<file path="config.mk">
export PLATFORM = sky130hd
export DESIGN_NAME = apb_slave_regbank
export DESIGN_NICKNAME = d
export VERILOG_FILES = /design/src/rtl/apb_slave_regbank.sv
export SDC_FILE = /design/constraint.sdc
export NUM_CORES = 1
export LEC_CHECK = 0
export ABC_CLOCK_PERIOD_IN_PS = 2450
export CAP_MARGIN = 25
export CORE_MARGIN = 4
export CORE_UTILIZATION = 43
export CTS_CLUSTER_DIAMETER = 40
export DETAILED_ROUTE_END_ITERATION = 7
export PLACE_DENSITY = 0.59
export SLEW_MARGIN = 20
export SYNTH_ARGS = -nofsm -noshare
export SYNTH_HDL_FRONTEND = slang
export SYNTH_SLANG_ARGS = --single-unit
</file>
<file path="constraint.sdc">
create_clock -name hclk -period 2.45 [get_ports hclk]
set_input_delay 0.49 -clock hclk [delete_from_list [all_inputs] [get_ports hclk]]
set_output_delay 0.49 -clock hclk [all_outputs]
set_load 0.005 [all_outputs]
</file>
<file path="src/rtl/apb_slave_regbank.sv">
// apb_slave_regbank: APB completer holding DEPTH x 32-bit registers.
// Programmable wait states per transfer; pslverr on bad address.
// Ports: hclk, hreset_n (async, active-low); APB psel, penable,
//   pwrite, paddr, pwdata, prdata, pready, pslverr; wait_num
//   (wait states, sampled at setup); err_cnt (saturating errors).
// Optional: APB_SLV_PSTRB_EN adds pstrb[3:0] byte strobes.
module apb_slave_regbank #(
  parameter int ADDR_WIDTH = 8,
  parameter int DEPTH      = 16,
  parameter int DATA_WIDTH = 32
) (
  input  logic                  hclk,
  input  logic                  hreset_n,
  input  logic                  psel,
  input  logic                  penable,
  input  logic                  pwrite,
  input  logic [ADDR_WIDTH-1:0] paddr,
  input  logic [DATA_WIDTH-1:0] pwdata,
`ifdef APB_SLV_PSTRB_EN
  input  logic [3:0]            pstrb,
`endif
  input  logic [3:0]            wait_num,
  output logic [DATA_WIDTH-1:0] prdata,
  output logic                  pready,
  output logic                  pslverr,
  output logic [7:0]            err_cnt
);

  localparam int IW = (DEPTH > 1) ? $clog2(DEPTH) : 1;

  typedef enum logic {
    IDLE,
    ACCESS
  } state_t;

  state_t                state;
  logic [3:0]            cnt;
  logic                  write_q;
  logic                  err_q;
  logic [IW-1:0]         idx_q;
  logic [DATA_WIDTH-1:0] wdata_q;
  logic [DATA_WIDTH-1:0] regs [DEPTH];

  logic                  setup_err;
  logic [IW-1:0]         setup_idx;
  logic [3:0]            wr_strb;

  assign setup_idx = paddr[IW+1:2];

`ifdef APB_SLV_PSTRB_EN
  logic [3:0] strb_q;

  // A read carrying strobes is rejected.
  assign setup_err = (paddr[1:0] != 2'b00)
                   || (32'(paddr[ADDR_WIDTH-1:2]) >= DEPTH)
                   || (!pwrite && (pstrb != 4'h0));
  assign wr_strb   = strb_q;

  always_ff @(posedge hclk or negedge hreset_n) begin
    if (!hreset_n) begin
      strb_q <= 4'h0;
    end else if (state == IDLE && psel && !penable) begin
      strb_q <= pstrb;
    end
  end
`else
  assign setup_err = (paddr[1:0] != 2'b00)
                   || (32'(paddr[ADDR_WIDTH-1:2]) >= DEPTH);
  assign wr_strb   = 4'hF;
`endif

  always_ff @(posedge hclk or negedge hreset_n) begin
    if (!hreset_n) begin
      state   <= IDLE;
      cnt     <= 4'd0;
      write_q <= 1'b0;
      err_q   <= 1'b0;
      idx_q   <= '0;
      wdata_q <= '0;
      prdata  <= '0;
      pready  <= 1'b0;
      pslverr <= 1'b0;
      err_cnt <= 8'd0;
      for (int i = 0; i < DEPTH; i++) begin
        regs[i] <= '0;
      end
    end else begin
      unique case (state)
        IDLE: begin
          if (psel && !penable) begin
            write_q <= pwrite;
            wdata_q <= pwdata;
            err_q   <= setup_err;
            idx_q   <= setup_idx;
            cnt     <= wait_num;
            state   <= ACCESS;
            // Zero-wait: respond in the first access cycle.
            if (wait_num == 4'd0) begin
              pready  <= 1'b1;
              pslverr <= setup_err;
              if (!pwrite) begin
                prdata <= setup_err ? '0
                                    : regs[setup_idx];
              end
            end
          end
        end
        ACCESS: begin
          if (!psel) begin
            state   <= IDLE;
            pready  <= 1'b0;
            pslverr <= 1'b0;
          end else if (!pready) begin
            cnt <= cnt - 4'd1;
            if (cnt == 4'd1) begin
              pready  <= 1'b1;
              pslverr <= err_q;
              if (!write_q) begin
                prdata <= err_q ? '0 : regs[idx_q];
              end
            end
          end else if (penable) begin
            if (write_q && !err_q) begin
              for (int b = 0; b < 4; b++) begin
                if (wr_strb[b]) begin
                  regs[idx_q][8*b +: 8] <=
                    wdata_q[8*b +: 8];
                end
              end
            end
            if (err_q && err_cnt != 8'hFF) begin
              err_cnt <= err_cnt + 8'd1;
            end
            state   <= IDLE;
            pready  <= 1'b0;
            pslverr <= 1'b0;
          end
        end
        default: state <= IDLE;
      endcase
    end
  end

endmodule

</file>
# Word-level counts from Yosys, hierarchy flattened

Index checks and enable logic that the tools add are counted.

Logic and storage cells: 127
Output and inout bits: 42
Input bits: 49
Flip-flop bits (word level): 597

Equal/unequal tests: 11
$lt $le $gt $ge: 4
Bitwise operators: 3
Add/sub/neg operators: 2
Reductions and logical operators: 16
Multiplexer cells: 65

Operator list:

| kind                                                | count |
|---|---|
| 2-to-1 mux 512 bit                                  | 15 |
| bitwise mux 512 bit                                 | 4 |
| demux 32 bit (select 4 bit)                         | 4 |
| 2-to-1 mux 32 bit                                   | 14 |
| binary-select mux 32 bit (select 4 bit)             | 2 |
| case mux 32 bit (2 select lines)                    | 1 |
| 2-to-1 mux 24 bit                                   | 1 |
| 2-to-1 mux 16 bit                                   | 1 |
| 2-to-1 mux 1 bit                                    | 15 |
| 2-to-1 mux 4 bit                                    | 3 |
| != test 2 bit, second input constant                | 6 |
| >= comparator 5 bit, second input constant          | 2 |
| inverter 4 -> 5 bit                                 | 2 |
| AND reduction 5 bit                                 | 2 |
| adder 8 x 1 -> 8 bit, second input constant         | 1 |
| 2-to-1 mux 8 bit                                    | 1 |
| != test 8 bit, second input constant                | 1 |
| case mux 4 bit (2 select lines)                     | 1 |
| AND reduction 7 bit                                 | 1 |
| >= comparator 6 x 5 -> 1 bit, second input constant | 1 |
| case mux 1 bit (2 select lines)                     | 3 |
| < comparator 5 x 1 -> 1 bit, second input constant  | 1 |
| == test 4 x 1 -> 1 bit, second input constant       | 1 |
| logical AND 1 bit                                   | 4 |
| other kinds (12)                                    | 14 |

# Depth between registers and ports, before layout

Gate-level depths: netlist of run 1.

Depth after elaboration: 24
Mapped depth: 8
Depth with buffers taken out: 7

# Worst setup path after synthesis of run 1

No wires, ideal clock.

Kind: register -> register
Start: register idx_q[1]
End: register prdata[0]
Required time: 2.315 ns
Arrival: 2.026 ns
Setup time: 0.135 ns
Stages on the path, launching flop included: 6
Clock period less this slack: 2.161 ns
Buffers on the path: 1
Slack: 0.289 ns
Cell sequence: dfrtp_1 -> clkbuf_1 -> mux4_2 -> mux2_2 -> a221oi_1 -> o31ai_1

Cells in the longest elaborated chain, start to end: 10

RTL lines:

| what                                                  | RTL line | text |
|---|---|---|
| start: declaration                                    | 40       | `logic [IW-1:0] idx_q;` |
| start signal: assignment                              | 94       | `idx_q <= setup_idx;` |
| inverter 4 -> 5 bit (implied by the code)             | 119      | `prdata <= err_q ? '0 : regs[idx_q];` |
| binary-select mux 32 bit (select 4 bit)               | 119      |  |
| 2-to-1 mux 32 bit (implied by the code) (2 in series) | 119      |  |
| 2-to-1 mux 32 bit                                     | 119      |  |
| 2-to-1 mux 32 bit                                     | 118      | `if (!write_q) begin` |
| 2-to-1 mux 32 bit                                     | 115      | `if (cnt == 4'd1) begin` |
| 2-to-1 mux 32 bit                                     | 113      | `end else if (!pready) begin` |
| 2-to-1 mux 32 bit                                     | 109      | `if (!psel) begin` |
| case mux 32 bit (2 select lines)                      | 88       | `unique case (state)` |
| end signal: assignment                                | 102      | `prdata <= setup_err ? '0` |
| end signal: assignment                                | 119      |  |
| end: declaration                                      | 23       | `output logic [DATA_WIDTH-1:0] prdata,` |

Every way passes these cells. The select of a mux whose other input is x is not followed.
A chain may end at the register's enable or synchronous reset.

# Worst setup path after layout of run 1

Start: input port penable
End: register regs[458] (netlist bit)

Cells in the longest elaborated chain, start to end: 1

RTL lines:

| what                           | RTL line | text |
|---|---|---|
| start: declaration             | 15       | `input logic penable,` |
| AND reduction 5 bit (no line)  | n/a      |  |
| end signal: indexed assignment | 126      | `regs[idx_q][8*b +: 8] <=` |
| end: declaration               | 42       | `logic [DATA_WIDTH-1:0] regs [DEPTH];` |

Every way passes these cells.

==> results of run 1 <==
-- stage by stage --
stage	power [mW]	TNS, ns	utilization, %	hold slack, ns
floorplan	12.3	0	-	0.194
global placement	13.6	-204.02	48.6	0.444
detailed placement	13.7	-181.82	48.6	0.434
CTS	29.4	0	54.2	0.334
global route	30.1	0	54.2	0.347
finish	29.0	0	54.2	0.347
-- final cells by class --
| type | count | area (um2) |
|---|---|---|
| Sequential cell | 597 | 15000 |
| Fill cell | 5511 | 31600 |
| Inverter | 68 | 255 |
| Multi-Input combinational cell | 1108 | 14200 |
| Timing Repair Buffer | 236 | 2930 |
| Clock buffer | 120 | 2760 |
| Clock inverter | 78 | 1060 |
| Tap cell | 931 | 1160 |
-- registers in the layout, indices dropped and copies added, names as in the netlist --
signal,count
pready,1
prdata,32
cnt,4
wdata_q,32
err_q,1
err_cnt,8
regs,512
pslverr,1
write_q,1
state,1
idx_q,4
-- cells by family after synthesis --
group | after synthesis | synth area share [%]
adders and majority gates | 3 | 0.125
xor gates and xnor gates | 7 | 0.204
DFF | 597 | 49.6
and+or+nand+nor | 79 | 1.43
muxes | 842 | 41.1
buffers and inverters | 246 | 3.43
AOI/OAI and AO/OA | 177 | 4.09
-- cells in the final DEF (no fill, tap or decap), types with 3 or more instances in the layout --
cell type        netlist  layout
clkbuf_16              0     105
a221oi_1              32      32
nor2_1                18      10
mux4_2               256     256
clkinvlp_4             0      19
clkbuf_1              77       7
inv_6                  0      11
nand3_1                8       6
nand2b_1               6       4
clkinv_2               0      15
dfrtp_1              597     594
o31ai_1               32      32
bufinv_16              0      18
nand2_2                0       7
nand4_1                3       3
o21ai_0                5       5
xor2_1                 4       4
clkinv_4               0       7
dfrtp_4                0       3
buf_12                 0      74
mux2_1                15      15
nor2b_1                5       4
mux2_2               569     569
nor2_4                 0       8
inv_1                 68      68
nand2_1               21      14
buf_4                  1      73
xnor2_1                3       3
clkbuf_8               0       8
clkinv_8               0       3
o22ai_1               98      98
clkdlybuf4s50_1        0      86
ha_1                   3       3
-- power by group through the flow --
stage	Combinational [mW]	Sequential [mW]	Clock (mW)
finish	2.58	10.9	15.6
global route	2.79	11.0	16.3
CTS	2.63	10.9	15.8
detailed placement	2.62	11.1	0
global placement	2.59	11.0	0
floorplan	1.71	10.5	0
-- final timing paths --
path                                      endpoint              startpoint  cells after the start  slack (ns)
setup reg to reg             regs[458]$_DFFE_PN0P_      pready$_DFFE_PN0P_                      8        0.17
hold reg to reg             err_cnt[5]$_DFFE_PN0P_  err_cnt[5]$_DFFE_PN0P_                      1        0.49
min in group hclk          wdata_q[11]$_DFFE_PN0P_              pwdata[11]                      2        0.44
hold / removal              err_cnt[6]$_DFFE_PN0P_                hreset_n                      2        0.35
setup / recovery             regs[458]$_DFFE_PN0P_                 penable                      9        0.17
max in group asynchronous     regs[78]$_DFFE_PN0P_                hreset_n                      3        1.04
-- critical path, cell delays in order --
cell and delay, ns:
clkdlybuf4s50_1 0.50, nand4_1 0.16, nor3b_2 0.35, buf_4 0.19
nor3b_2 0.31, buf_4 0.20, nand2_2 0.09, buf_12 0.19
mux2_2 0.30
-- routing by layer --
| layer | wire (um) | up-vias | global-route usage [%] |
|---|---|---|---|
| li1 | - | 7954 | - |
| met1 | 37000 | 10400 | 33.0 |
| met3 | 4440 | 133 | 3.51 |
| met4 | 1820 | 0 | 5.76 |
| met2 | 41400 | 599 | 38.2 |
| met5 | 0 | - | 0 |
-- timing repair --
item / 4_1_cts / 5_1_grt
endpoints found under the hold margin: 25 / 0
setup endpoints to repair: 0 / 0
hold buffers: 1 / 0
==> metrics, run 1 <==
outcome=finished clean; Yosys top cell by area=dfrtp_1; DRC=0; CTS clk-pin slew, worst paths=0.05 ns; internal power=21.5 mW; synthesized area per cell=15.4 um2; Die W=273 um; NumNets Final=2168; Post-CTS Resized=0; top cells by count, synth=597 x dfrtp_1, 569 x mux2_2, 256 x mux4_2; max_cap viols=0; initial core utilization=43.6%; final setup margin=0.171 ns; Synth area leaders=dfrtp_1 50%, mux2_2 21%, mux4_2 19%; Net Sw Frac=26.0%; Syn-to-layout area delta=24.2%; measured slew at the worst slew-check pin=0.639 ns; # diodes=0; floorplan core area=0.0689 mm2; Post-Synthesis Cells=1951; RSZ-0062 raised after global routing=no; post-CTS setup buffers=0; Ports=91; Synth Warn #=0; post-synth top area share=49.6%; largest net degree at the start of global routing=72; Cell Area, Synth=0.0301 mm2; clock root cell=clkbuf_16; P_leak=16.9 nW; area post-placement=0.0335 mm2; Fin. Hold Viols=0; Worst setup EP type=flop; Routed WL=84.6 mm; Combinational Power Share=8.9%; Overall Global Routing Usage=23.3%; critical path data arrival time=2.80 ns; startpoint types=input port; PwrDens=777 mW/mm2; clk_lat worst skew=0.66 ns; fin. max-slew vios=0; vias in the first global route=20400; RD Place Congestion=0.803; CTS tree=done; Detailed Routing Iterations Pass 1=5; Net Switching=7.54 mW; Mapped Nets=2003; port bufs=90; number of H-tree levels=3; Remaining Overflow, GRT=0; Clock Path Buffers=3; layout cells sized above 1=54.2%; critical path class=input port to flop; CTS sink cnt=597; post-synthesis register bit count=597; asr flop ratio synth=100%; final setup skew=0.0258 ns; drt wl/cell=27.0 um; std cell rows=96; clock power share=53.6%; WP data required=2.97 ns; register area share after synthesis=49.6%; Antenna Violating Nets Remaining=0; vias=19100; Post-synth EDFFs=0; Seq pwr share=37.5%; design area=0.0374 mm2; CTS Buf Count=105; Via density=6.08; Final min period=2.28 ns; die area=0.0743 mm2; post-DP HPWL=53.3 mm; Critical Path Fanout Max=15; # setup viols final=0; cell count after placement=2939; antenna violations before repair=0; Setup WS pre-CTS=-0.425 ns; maximum VDD drop=0.570 mV; Layout Cells excl Fill=3138; First DRT Iteration DRCs=1343; top_reg_cell synth=dfrtp_1; Netlist cell types=43; Hold/Removal Path Class=input port to asynchronous set/reset pin; period utilisation layout=93.0%; Die Height=273 um; first-pass GRT wire length=132 mm; leading cell type by number of instances after synthesis=dfrtp_1; fmax=439 MHz; Slew HR=57.4%
Power figures use the tool's default switching activity.
==> run 2, diff against run 1 <==
--- a/config.mk
+++ b/config.mk
@@ -5,6 +5,7 @@
 export SDC_FILE = /design/constraint.sdc
 export NUM_CORES = 1
 export LEC_CHECK = 0
+export ABC_AREA = 1
 export ABC_CLOCK_PERIOD_IN_PS = 2450
 export CAP_MARGIN = 25
 export CORE_MARGIN = 4
@@ -12,6 +13,7 @@
 export CTS_CLUSTER_DIAMETER = 40
 export DETAILED_ROUTE_END_ITERATION = 7
 export PLACE_DENSITY = 0.59
+export REMOVE_ABC_BUFFERS = 1
 export SLEW_MARGIN = 20
 export SYNTH_ARGS = -nofsm -noshare
 export SYNTH_HDL_FRONTEND = slang
==> run 2 against run 1 <==
  * Register-to-register slack gained 0.25 ns
  * Count of clock-buffer cells in the layout grew 14
  * Flip-flop and latch count is the same
  * Largest cell class is now multi-input gates
  * Highest routed layer unchanged
  * Synthesized cell count grew to 2.6 times the previous value
  * Non-clock buffer count shrank 10
  * Synthesized area grew 12%
  * Sequential share of layout area shrank 3.0 points
  * Critical endpoint is now err_cnt[2]
  * Die area grew 11%
  * Largest power group unchanged
  * Sequential power shrank 6%
  * Combinational power grew 56%
==> metrics, run 2 <==
# fillers=7668; Syn-to-layout area delta=20.2%; P_leak=20.2 nW; drt wl/cell=18.2 um; outcome=finished clean; maximum VDD drop=0.611 mV; synthesized area per cell=6.60 um2; WP data required=1.96 ns; max_cap viols=0; Ports=91; post-synth top area share=44.4%; most frequent cells in the layout=2500 x nand2_1, 595 x dfrtp_1, 447 x inv_1; CP bufs+invs=1; Max stage delay cell, worst path=clkdlybuf4s50_1; Cell Area, Synth=0.0336 mm2; leading cell type by number of instances after synthesis=nand2_1; Post-CTS Resized=0; CTS clk-pin slew, worst paths=0.06 ns; Yosys top cell by area=dfrtp_1; reg-to-reg slack, setup=0.42 ns; Synth Warn #=0; top flop regs=regs (512), prdata (32), wdata_q (32); port bufs=90; layout cells sized above 1=7.42%; Detailed Routing Iterations Pass 1=6; RD Place Congestion=0.828; Cell Chain, Critical Path=clkdlybuf4s50_1; Fin. Hold Viols=0; setup tns final=0 ns; floorplan core area=0.0775 mm2; period utilisation layout=87.4%; register area share after synthesis=44.4%; Clock Path Buffers=3; Layout Cells excl Fill=6215; Die W=288 um; register name with the most flops=regs; Die Height=288 um; Setup WS pre-CTS=0.101 ns; post-synthesis register bit count=597; first-pass GRT wire length=178 mm; final setup skew=0.0218 ns; Slew HR=50.8%; final setup margin=0.309 ns; critical path class=flop to primary output; fmax=467 MHz; Synth area leaders=dfrtp_1 44%, nand2_1 28%, nand3_1 5.8%; Hold/Removal Path Class=input port to asynchronous set/reset pin; Worst path max stage delay=0.54 ns; Overall Global Routing Usage=27.3%; First DRT Iteration DRCs=2856; CTS Buf Count=110; top_reg_cell synth=dfrtp_1; final worst hold slack=0.373 ns; post-DP HPWL=64.8 mm; Final min period=2.14 ns; PwrDens=744 mW/mm2; DRC=0; largest net degree at the start of global routing=107; Netlist cell types=31; fin. max-slew vios=0; cell count after placement=6006; # hold bufs at CTS=1; Antenna Violating Nets Remaining=0; Post-synth EDFFs=0; # diodes=0; antenna violations before repair=0; vias=32100; Remaining Overflow, GRT=0; power after layout=30.1 mW; Routed WL=113 mm; Worst setup EP type=primary output; cell family with most CP delay=buffers and inverters; clock root cell=clkbuf_16; CTS tree=done; RSZ-0062 raised after global routing=no; NumNets Final=5131; Post-Synthesis Cells=5092; post-CTS setup buffers=0; commonest non-fill, non-tap cell in the layout=nand2_1; Core Util, Final=52.2%; area post-placement=0.0366 mm2; die area=0.0827 mm2; critical path data arrival time=1.65 ns; Critical Path Fanout Max=6; vias in the first global route=30000; max reg flops=512; initial core utilization=43.4%; # setup viols final=0; clk_lat worst skew=0.66 ns; top cells by count, synth=2504 x nand2_1, 597 x dfrtp_1, 455 x inv_1; measured slew at the worst slew-check pin=0.739 ns; CTS sink cnt=597; number of H-tree levels=3; asr flop ratio synth=100%; std cell rows=102; Via density=5.17; startpoint types=flop; design area=0.0404 mm2
run 2: changes by cell type in the layout (fill, tap and decap cells not counted), sizes merged, moves of 14 or more:
cell,before,now
a21oi,3,34
a221oi,32,0
clkbuf,120,134
inv,83,472
mux2,584,1
mux4,256,0
nand2,21,2517
nand3,8,392
nor2,18,50
o21ai,5,668
o22ai,98,0
o31ai,32,0
run 2: where the power goes:
group	switching (mW)	internal, mW
sequential	0.189	10.1
combinational	3.00	1.01
clock	5.54	10.2
run 2: final timing paths:
check	start	to	cells after the start
min reg2reg	regs[106]$_DFFE_PN0P_	regs[106]$_DFFE_PN0P_	2
min	hreset_n	regs[221]$_DFFE_PN0P_	2
max reg2reg	state$_DFF_PN0_	regs[450]$_DFFE_PN0P_	9
max in group asynchronous	hreset_n	regs[387]$_DFFE_PN0P_	4
max	err_cnt[2]$_DFFE_PN0P_	err_cnt[2]	1
min in group hclk	pwdata[5]	wdata_q[5]$_DFFE_PN0P_	3
run 2: per-layer routing:
metal	global-route usage (%)	vias up	share of wire [%]	wire length [um]
met1	38.2	15000	44	50300
met2	44.0	1095	46	52000
met5	0	-	0	0
li1	-	15800	-	-
met3	3.94	240	6.6	7470
met4	8.88	0	3.2	3640
run 2: cells by family (layout without fill, tap and decap cells):
family,Yosys count,in the layout,synth area share (%)
simple gates,2967,2967,35.0
buf+inv,809,892,9.62
compound gates,708,708,10.6
flops,597,597,44.4
xor+xnor,7,7,0.182
fa+ha+maj,3,3,0.112
mux,1,1,0.0335
run 2: layout make-up:
cell class,count,area (um2),area share [%]
flip-flops and latches,597,14900,37.0
inverters,458,1740,4.31
well taps,1040,1300,3.22
clock buffers,134,3030,7.49
clock inverters,74,830,2.05
multi-input cells,3686,15500,38.4
repair buffers,226,3040,7.52
run 2: worst reg2reg max path: stages (launching register included):
cell,delay [ns]
dfrtp_1,0.55
nand2_1,0.14
nor2_2,0.21
nand3_4,0.18
nor3_4,0.21
buf_12,0.15
nand2_4,0.05
buf_4,0.23
nand2_1,0.11
o21ai_1,0.07
==> run 3, diff against run 2 <==
--- a/config.mk
+++ b/config.mk
@@ -6,7 +6,7 @@
 export NUM_CORES = 1
 export LEC_CHECK = 0
 export ABC_AREA = 1
-export ABC_CLOCK_PERIOD_IN_PS = 2450
+export ABC_CLOCK_PERIOD_IN_PS = 2100
 export CAP_MARGIN = 25
 export CORE_MARGIN = 4
 export CORE_UTILIZATION = 43
==> constraint.sdc (replaced) <==
create_clock -name hclk -period 2.1 [get_ports hclk]
set_input_delay 0.42 -clock hclk [delete_from_list [all_inputs] [get_ports hclk]]
set_output_delay 0.42 -clock hclk [all_outputs]
set_load 0.005 [all_outputs]
==> run 3 against run 2 <==
  * Clock power is 22% higher
  * Largest power group unchanged
  * Non-clock buffer count is 37 higher
  * Flip-flop and latch count stayed put
  * Die area stayed put
  * Count of clock-buffer cells in the layout is 19 higher
  * Global-route usage is 0.22 points lower
  * Routed wire length is 1.3% lower
  * Utilization is 0.84 points higher
  * Highest routed layer is now met5
  * Via count hardly changed
  * Cell area is 1.6% higher
  * Hold slack worse by 0.088 ns
==> metrics, run 3 (synthesis results as in run 2) <==
RD Place Congestion=0.839; PwrDens=876 mW/mm2; NumNets Final=5172; Setup WS pre-CTS=-0.157 ns; WP data required=1.68 ns; power after layout=36.0 mW; Via density=5.13; top flop regs=regs (512), prdata (32), wdata_q (32); startpoint types=flop; area post-placement=0.0370 mm2; number of H-tree levels=3; DRC=0; vias=32100; std cell rows=102; layout cells sized above 1=8.05%; drt wl/cell=17.9 um; Cell Chain, Critical Path=clkdlybuf4s50_1; final setup margin=0.0405 ns; Die Height=288 um; # setup viols final=0; die area=0.0827 mm2; RSZ-0062 raised after global routing=no; First DRT Iteration DRCs=2754; CTS tree=done; P_leak=20.5 nW; cell family with most CP delay=buffers and inverters; outcome=finished clean; worst reg-to-reg path cell count=12; Final min period=2.06 ns; largest net degree at the start of global routing=97; fmax=486 MHz; CTS Buf Count=114; CTS clk-pin slew, worst paths=0.05 ns; initial core utilization=43.4%; Detailed Routing Iterations Pass 1=6; port bufs=90; antenna violations before repair=1; most frequent cells in the layout=2500 x nand2_1, 592 x dfrtp_1, 447 x inv_1; Slew HR=57.0%; vias in the first global route=30600; Worst path max stage delay=0.54 ns; post-CTS setup buffers=0; clock root cell=clkbuf_16; floorplan core area=0.0775 mm2; Worst setup EP type=primary output; first-pass GRT wire length=177 mm; register name with the most flops=regs; post-DP HPWL=66.0 mm; Max stage delay cell, worst path=clkdlybuf4s50_1; crit path from=err_cnt[5]$_DFFE_PN0P_; Critical Path Fanout Max=6; reg2reg end=prdata[22]$_DFFE_PN0P_; Routed WL=112 mm; measured slew at the worst slew-check pin=0.644 ns; max_cap viols=0; Antenna Violating Nets Remaining=0; reg-to-reg slack, setup=0.19 ns; Overall Global Routing Usage=27.1%; CP endpoint=err_cnt[5]; Hold/Removal Path Class=input port to asynchronous set/reset pin; critical path data arrival time=1.64 ns; fin. max-slew vios=0; Clock Path Buffers=3; r2r startpoint=idx_q[0]$_DFFE_PN0P_; clk_lat worst skew=0.66 ns; period utilisation layout=98.1%; max reg flops=512; CP bufs+invs=1; CTS sink cnt=597; Syn-to-layout area delta=22.1%; Levels on crit path=1; Remaining Overflow, GRT=0; # diodes=0; critical path class=flop to primary output; Fin. Hold Viols=0; final setup skew=0.0374 ns; design area=0.0411 mm2; maximum VDD drop=0.646 mV; Die W=288 um; # fillers=7592; final worst hold slack=0.284 ns; commonest non-fill, non-tap cell in the layout=nand2_1; Ports=91
run 3: cell count changes in the layout (fill, tap and decap cells not counted), moves of 5 or more:
cell,change
clkinvlp_4,-5
clkbuf_8,+9
buf_12,+13
clkbuf_1,+7
clkinv_2,-7
inv_6,-7
buf_4,+24
run 3: final cells by class:
type | count | area [um2] | share of cell area (%)
clock buffers | 153 | 3250 | 7.92
repair buffers | 263 | 3480 | 8.48
inverters | 458 | 1740 | 4.24
multi-input cells | 3686 | 15500 | 37.8
well taps | 1040 | 1300 | 3.17
flip-flops and latches | 597 | 15000 | 36.4
clock inverters | 58 | 810 | 1.97
run 3: timing repair:
item,in CTS,in global routing
setup endpoints to repair,1,2
endpoints found under the hold margin,20,0
hold buffers,1,0
pin swaps,0,0
gates resized for setup,1,2
run 3: worst min path at each step:
| stage | from | endpoint | slack (ns) | depth (start not counted) |
|---|---|---|---|---|
| after floorplan | hreset_n | cnt[0]$_DFFE_PN0P_ | 0.12 | 0 |
| after global placement | hreset_n | prdata[5]$_DFFE_PN0P_ | 0.37 | 1 |
| after detailed placement | hreset_n | prdata[5]$_DFFE_PN0P_ | 0.37 | 1 |
| after CTS | hreset_n | regs[201]$_DFFE_PN0P_ | 0.26 | 2 |
| after global routing | hreset_n | regs[201]$_DFFE_PN0P_ | 0.29 | 2 |
| final | hreset_n | regs[201]$_DFFE_PN0P_ | 0.28 | 2 |
run 3: metal layers:
metal | wire (um) | share of wire [%] | vias to the layer above | GRT usage (%)
met1 | 49700 | 44 | 14900 | 37.1
met2 | 51600 | 46 | 1063 | 44.5
met3 | 7200 | 6.4 | 239 | 3.55
met5 | 19 | 0.017 | - | 0
met4 | 3460 | 3.1 | 2 | 9.32
li1 | - | - | 15900 | -
run 3: report_power, final:
| group | switching (mW) | internal (mW) | total (mW) | leakage [nW] |
|---|---|---|---|---|
| clock | 6.31 | 12.9 | 19.2 | 1.96 |
| sequential | 0.209 | 11.8 | 12.0 | 8.20 |
| combinational | 3.50 | 1.24 | 4.74 | 10.4 |
run 3: per-stage QoR:
| step | setup TNS [ns] | util, % | cells |
|---|---|---|---|
| detailed placement | -54.33 | 47.8 | 6043 |
| floorplan | -2931.32 | - | 4741 |
| global placement | -55.48 | 47.8 | 6043 |
| global route | 0 | 53.0 | 6255 |
| finish | 0 | 53.0 | 6255 |
| CTS | 0 | 53.0 | 6255 |
==> variant 1: new RTL, flow settings as in run 1 <==
The option `APB_SLV_PSTRB_EN` is turned on by a define.
--- a/src/rtl/apb_slave_regbank.sv
+++ b/src/rtl/apb_slave_regbank.sv
@@ -4,6 +4,8 @@
 //   pwrite, paddr, pwdata, prdata, pready, pslverr; wait_num
 //   (wait states, sampled at setup); err_cnt (saturating errors).
 // Optional: APB_SLV_PSTRB_EN adds pstrb[3:0] byte strobes.
+`define APB_SLV_PSTRB_EN
+
 module apb_slave_regbank #(
   parameter int ADDR_WIDTH = 8,
   parameter int DEPTH      = 16,
Ports: changed (added pstrb); port bits go from 91 to 95. No check against the original RTL was run, so the function may have changed too.
==> variant 1 against run 1 <==
  * Power up 3.2%
  * Clock skew rose by 0.0053 ns
  * Non-clock buffer count up 43
  * Final cell count grew 7.6%
  * Area after synthesis increased by 2.3%
  * Routed wire length increased by 9.4%
  * Largest cell class unchanged
  * Clock power fell by 4%
  * Final area up 2.2%
  * Worst setup slack got worse by 0.11 ns
  * Sequential cell count up 4
==> variant 1: results (changes against run 1) <==
- Status: completed
- Vias/cell: 6.13 (+0.96%)
- Synth cell count leaders: dfrtp_1 (601), mux2_2 (541), mux4_2 (194)
- Worst skew pair latency: 0.66 ns (about the same)
- GRT met1 Usage: 34.6% (+1.6 points)
- Top cells by area, synth: dfrtp_1 (49%), mux2_2 (20%), mux4_2 (14%)
- Leakage: 17.5 nW (+4.0%)
- Worst-Margin Slew: 0.932 ns (+0.293 ns)
- Worst r2r src: idx_q[0]
- Root buffer cell: clkbuf_16
- Peak VDD IR: 0.630 mV (+11%)
- Worst R2R Path Depth: 4 (-4)
- GRT met3 Usage: 5.46% (+1.9 points)
- Pin count of the biggest net entering global routing: 67 (-6.9%)
- First-pass GRT wire length: 140000 microns (+6.3%)
- Placed Instances: 3176 (+8.1%)
- Synth top area share: 48.9% (-0.79 points)
- CP delay by family, top: simple AND/OR/NAND/NOR gates
- IO Port Bufs: 94 (+4.4%)
- Worst path max stage delay: 0.69 ns (+0.19 ns)
- Layout cells sized above 1: 48.5% (-5.8 points)
- Int Pwr: 21.8 mW (+1.5%)
- CTS Buf Count: 104 (-0.95%)
- Post-synth ARST share: 100% (unchanged)
- Syn Inst Count: 2109 (+8.1%)
- Vias in the first global route: 21600 (+6.1%)
- Routed met2 length: 43600 microns (+5.2%)
- Crit-path max FO: 25 (+10)
- Non-filler instance count after layout: 3375 (+7.6%)
- Min-Delay Path Class: in2async
- Met2 usage: 38.8% (+0.63 points)
- Critical path's slowest cell: nor3_2
- Clock skew: 0.0311 ns (+0.00527 ns)
- Tot GR Track Use: 24.7% (+1.4 points)
- Count of cell types in the netlist: 46 (+7.0%)
- FILL cells: 5720 (+3.8%)
- Iteration-0 DRC Markers: 1567 (+17%)
- Final wirelength: 92600 microns (+9.4%)
- Wire length on met3: 6220 microns (+40%)
- Final estimated routing congestion in global placement: 0.872 (+8.6%)
- Synthesized Nets: 2165 (+8.1%)
- Met1 wire length: 40200 microns (+8.7%)
- H-tree Lvls: 3 (unchanged)
- Type of origin of the critical path: register
- Seq/Total Area, Yosys: 48.9% (-0.79 points)
- HPWL after DPL: 64100 microns (+20%)
- Antenna violations before repair: 2 (+2)
- Data arrival, critical path: 2.92 ns (+0.12 ns)
- Nets: 2399 (+11%)
-- variant 1: logic make-up after synthesis --
| group | Yosys count | synth area share (%) |
|---|---|---|
| XOR/XNOR | 7 | 0.199 |
| adder cells (fa/ha/maj) | 3 | 0.122 |
| AND/OR/NAND/NOR | 230 | 4.05 |
| buffers and inverters | 157 | 2.54 |
| AO/OA/AOI/OAI | 226 | 5.29 |
| flip-flops | 601 | 48.9 |
| multiplexers | 885 | 39.0 |
-- variant 1: path summary, 6_finish.rpt --
kind                                    end  slack, ns
worst max-delay path              regs[247]       0.06
worst max register to register    regs[247]       0.06
max in group asynchronous         regs[417]       1.21
worst min-delay path             err_cnt[0]       0.39
min in group hclk               wdata_q[25]       0.44
worst min register to register    prdata[9]       0.50
-- variant 1: area by class of cell --
type | instances | area share, %
antenna | 2 | 0.0131
clock buffer | 122 | 7.26
clock inverter | 74 | 2.40
inverter | 6 | 0.0590
multi-input combinational | 1351 | 39.3
sequential | 601 | 39.4
tap | 940 | 3.08
timing repair buffer | 279 | 8.45
-- variant 1: power by group through the flow --
stage	sequential [mW]	clock (mW)	combinational, mW
after global routing	11.5	15.8	3.75
after floorplan	10.9	0	1.95
after CTS	11.4	15.3	3.54
final	11.4	15.0	3.50
after global placement	11.6	0	3.48
after detailed placement	11.6	0	3.53
-- variant 1: through the flow --
stage                     setup WS, ns  TNS [ns]  instance area, sq um
after floorplan                  0.385         0                 30800
after global placement          -0.171    -63.27                 34500
after detailed placement        -0.186    -70.51                 34500
after CTS                       0.0725         0                 38200
after global routing            0.0724         0                 38200
final                           0.0571         0                 38200
-- variant 1: timing repair --
item / CTS / global route
setup endpoints to repair: 27 / 0
hold buffers: 1 / 0
endpoints found under the hold margin: 33 / 0
gates resized for setup: 2 / 0
==> variant 2: new RTL, config.mk and constraints of run 1 <==
Without the edit above. Register the output `err_cnt` once more, with the module's reset; this adds one clock of latency there. The other outputs are not delayed to match.
--- a/src/rtl/apb_slave_regbank.sv
+++ b/src/rtl/apb_slave_regbank.sv
@@ -32,6 +32,8 @@
     IDLE,
     ACCESS
   } state_t;
+
+  logic [7:0] err_cnt_s0;
 
   state_t                state;
   logic [3:0]            cnt;
@@ -80,7 +82,7 @@
       prdata  <= '0;
       pready  <= 1'b0;
       pslverr <= 1'b0;
-      err_cnt <= 8'd0;
+      err_cnt_s0 <= 8'd0;
       for (int i = 0; i < DEPTH; i++) begin
         regs[i] <= '0;
       end
@@ -128,8 +130,8 @@
                 end
               end
             end
-            if (err_q && err_cnt != 8'hFF) begin
-              err_cnt <= err_cnt + 8'd1;
+            if (err_q && err_cnt_s0 != 8'hFF) begin
+              err_cnt_s0 <= err_cnt_s0 + 8'd1;
             end
             state   <= IDLE;
             pready  <= 1'b0;
@@ -141,5 +143,13 @@
     end
   end
 
+  always_ff @(posedge hclk or negedge hreset_n) begin
+    if (!hreset_n) begin
+      err_cnt <= '0;
+    end else begin
+      err_cnt <= err_cnt_s0;
+    end
+  end
+
 endmodule
 
Check against the original RTL: not settled (the Yosys comparison gave no result); the edit may change what the design does.
==> variant 2 against run 1 <==
  * Worst setup slack improved by 0.017 ns
  * Clock power decreased by 6%
  * Routed wire length increased by 9.9%
  * Area after synthesis increased by 4.1%
  * Largest power group unchanged
  * Power increased by 1.4%
  * Non-clock buffer count increased by 14
  * Utilization decreased by 0.97 points
  * Sequential cell count increased by 8
  * Final area increased by 2.3%
==> variant 2: results (changes against run 1) <==
- Status: completed
- CP delay by family, top: simple AND/OR/NAND/NOR gates
- Root buffer cell: clkbuf_16
- Hold_sp: err_cnt_s0[7]
- Placed Area: 0.0347 sq mm (+3.4%)
- Fraction of the mapped netlist area in adder cells: 0.120% (-0.0049 points)
- Count of cell types in the netlist: 56 (+30%)
- Post-synthesis mux area share: 36.7% (-4.4 points)
- Leakage: 17.8 nW (+5.9%)
- Worst Hold Depth: 0
- Hold Path Sink: err_cnt[7]
- HPWL after DPL: 57700 microns (+8.1%)
- Critical path endpoint: regs[136]
- Setup bufs post-CTS: 0 (unchanged)
- IO Port Bufs: 90 (unchanged)
- Worst R2R Path Depth: 5 (-3)
- Worst skew pair latency: 0.66 ns (about the same)
- Number of gates resized after CTS: 0 (unchanged)
- Data arrival, critical path: 2.79 ns (about the same)
- Top Registers: regs (512), prdata (32), wdata_q (32)
- Critical path's slowest cell: dfrtp_4
- Layout cells sized above 1: 37.2% (-17 points)
- Min-Delay Path Class: reg2reg
- Synthesized Nets: 2402 (+20%)
- Final wirelength: 93000 microns (+9.9%)
- Peak VDD IR: 0.663 mV (+16%)
- Vias/cell: 6.03 (-0.80%)
- Top cells by area, synth: dfrtp_1 (48%), mux2_2 (18%), mux2i_1 (12%)
- Worst r2r src: idx_q[0]
- Post-Synth XOR/XNOR Area: 0.196% (-0.0081 points)
- Crit-path max FO: 11 (-4)
- Nets: 2535 (+17%)
- Tot GR Track Use: 24.0% (+0.70 points)
- First-pass GRT wire length: 144000 microns (+8.9%)
- Clock buffer depth: 3 (unchanged)
- Synth Area in Compound Gates: 7.93% (+3.8 points)
- Final estimated routing congestion in global placement: 0.789 (-1.7%)
- CTS Buf Count: 101 (-3.8%)
- Iteration-0 DRC Markers: 1374 (+2.3%)
- Clock skew: 0.0212 ns (-0.00458 ns)
- Synth cell count leaders: dfrtp_1 (605), mux2_2 (499), mux2i_1 (385)
- Vias in the first global route: 22900 (+12%)
- Synth warn: 0 (unchanged)
- Worst hold slack: 0.377 ns (+0.0304 ns)
- Antenna violations before repair: 0 (unchanged)
- CP Class: reg2reg
- Worst slew margin: 55.5% (-2.0 points)
- Reg2Reg Setup Slack: 0.19 ns (+0.02 ns)
- Seq/Total Area, Yosys: 48.3% (-1.3 points)
- Clock transition at the registers of the reported paths: 0.05 ns (about the same)
- Diodes inserted: 0 (unchanged)
- Pin count of the biggest net entering global routing: 78 (+8.3%)
- DR pass1 iterations: 5 (unchanged)
- Worst path max stage delay: 0.52 ns (+0.02 ns)
variant 2: stage by stage:
step           setup WS (ns)  cells  setup TNS, ns
2_1_floorplan          0.462   2350              0
3_3_place_gp          -0.175   3329         -44.97
3_5_place_dp          -0.205   3329         -49.43
4_1_cts                0.193   3519              0
5_1_grt               0.0892   3519              0
6_report               0.187   3519              0
variant 2: routing by layer:
metal	track usage (%)	vias up	part of all wire, %
li1	-	9225	-
met1	32.2	11200	43
met2	40.0	557	49
met3	3.81	188	4.6
met4	7.88	0	3.3
met5	0	-	0
variant 2: final cells by class:
cell class,count,area [sq um]
fillers,6080,33600
multi-input cells,1517,15200
flip-flops and latches,605,15100
repair buffers,250,3120
clock buffers,119,2690
well taps,950,1190
clock inverters,70,863
inverters,8,30.0
variant 2: where the power goes:
group | switching, mW | leakage [nW] | internal, mW
Sequential | 0.861 | 8.24 | 10.4
Combinational | 1.88 | 7.90 | 1.67
Clock | 5.31 | 1.71 | 9.32
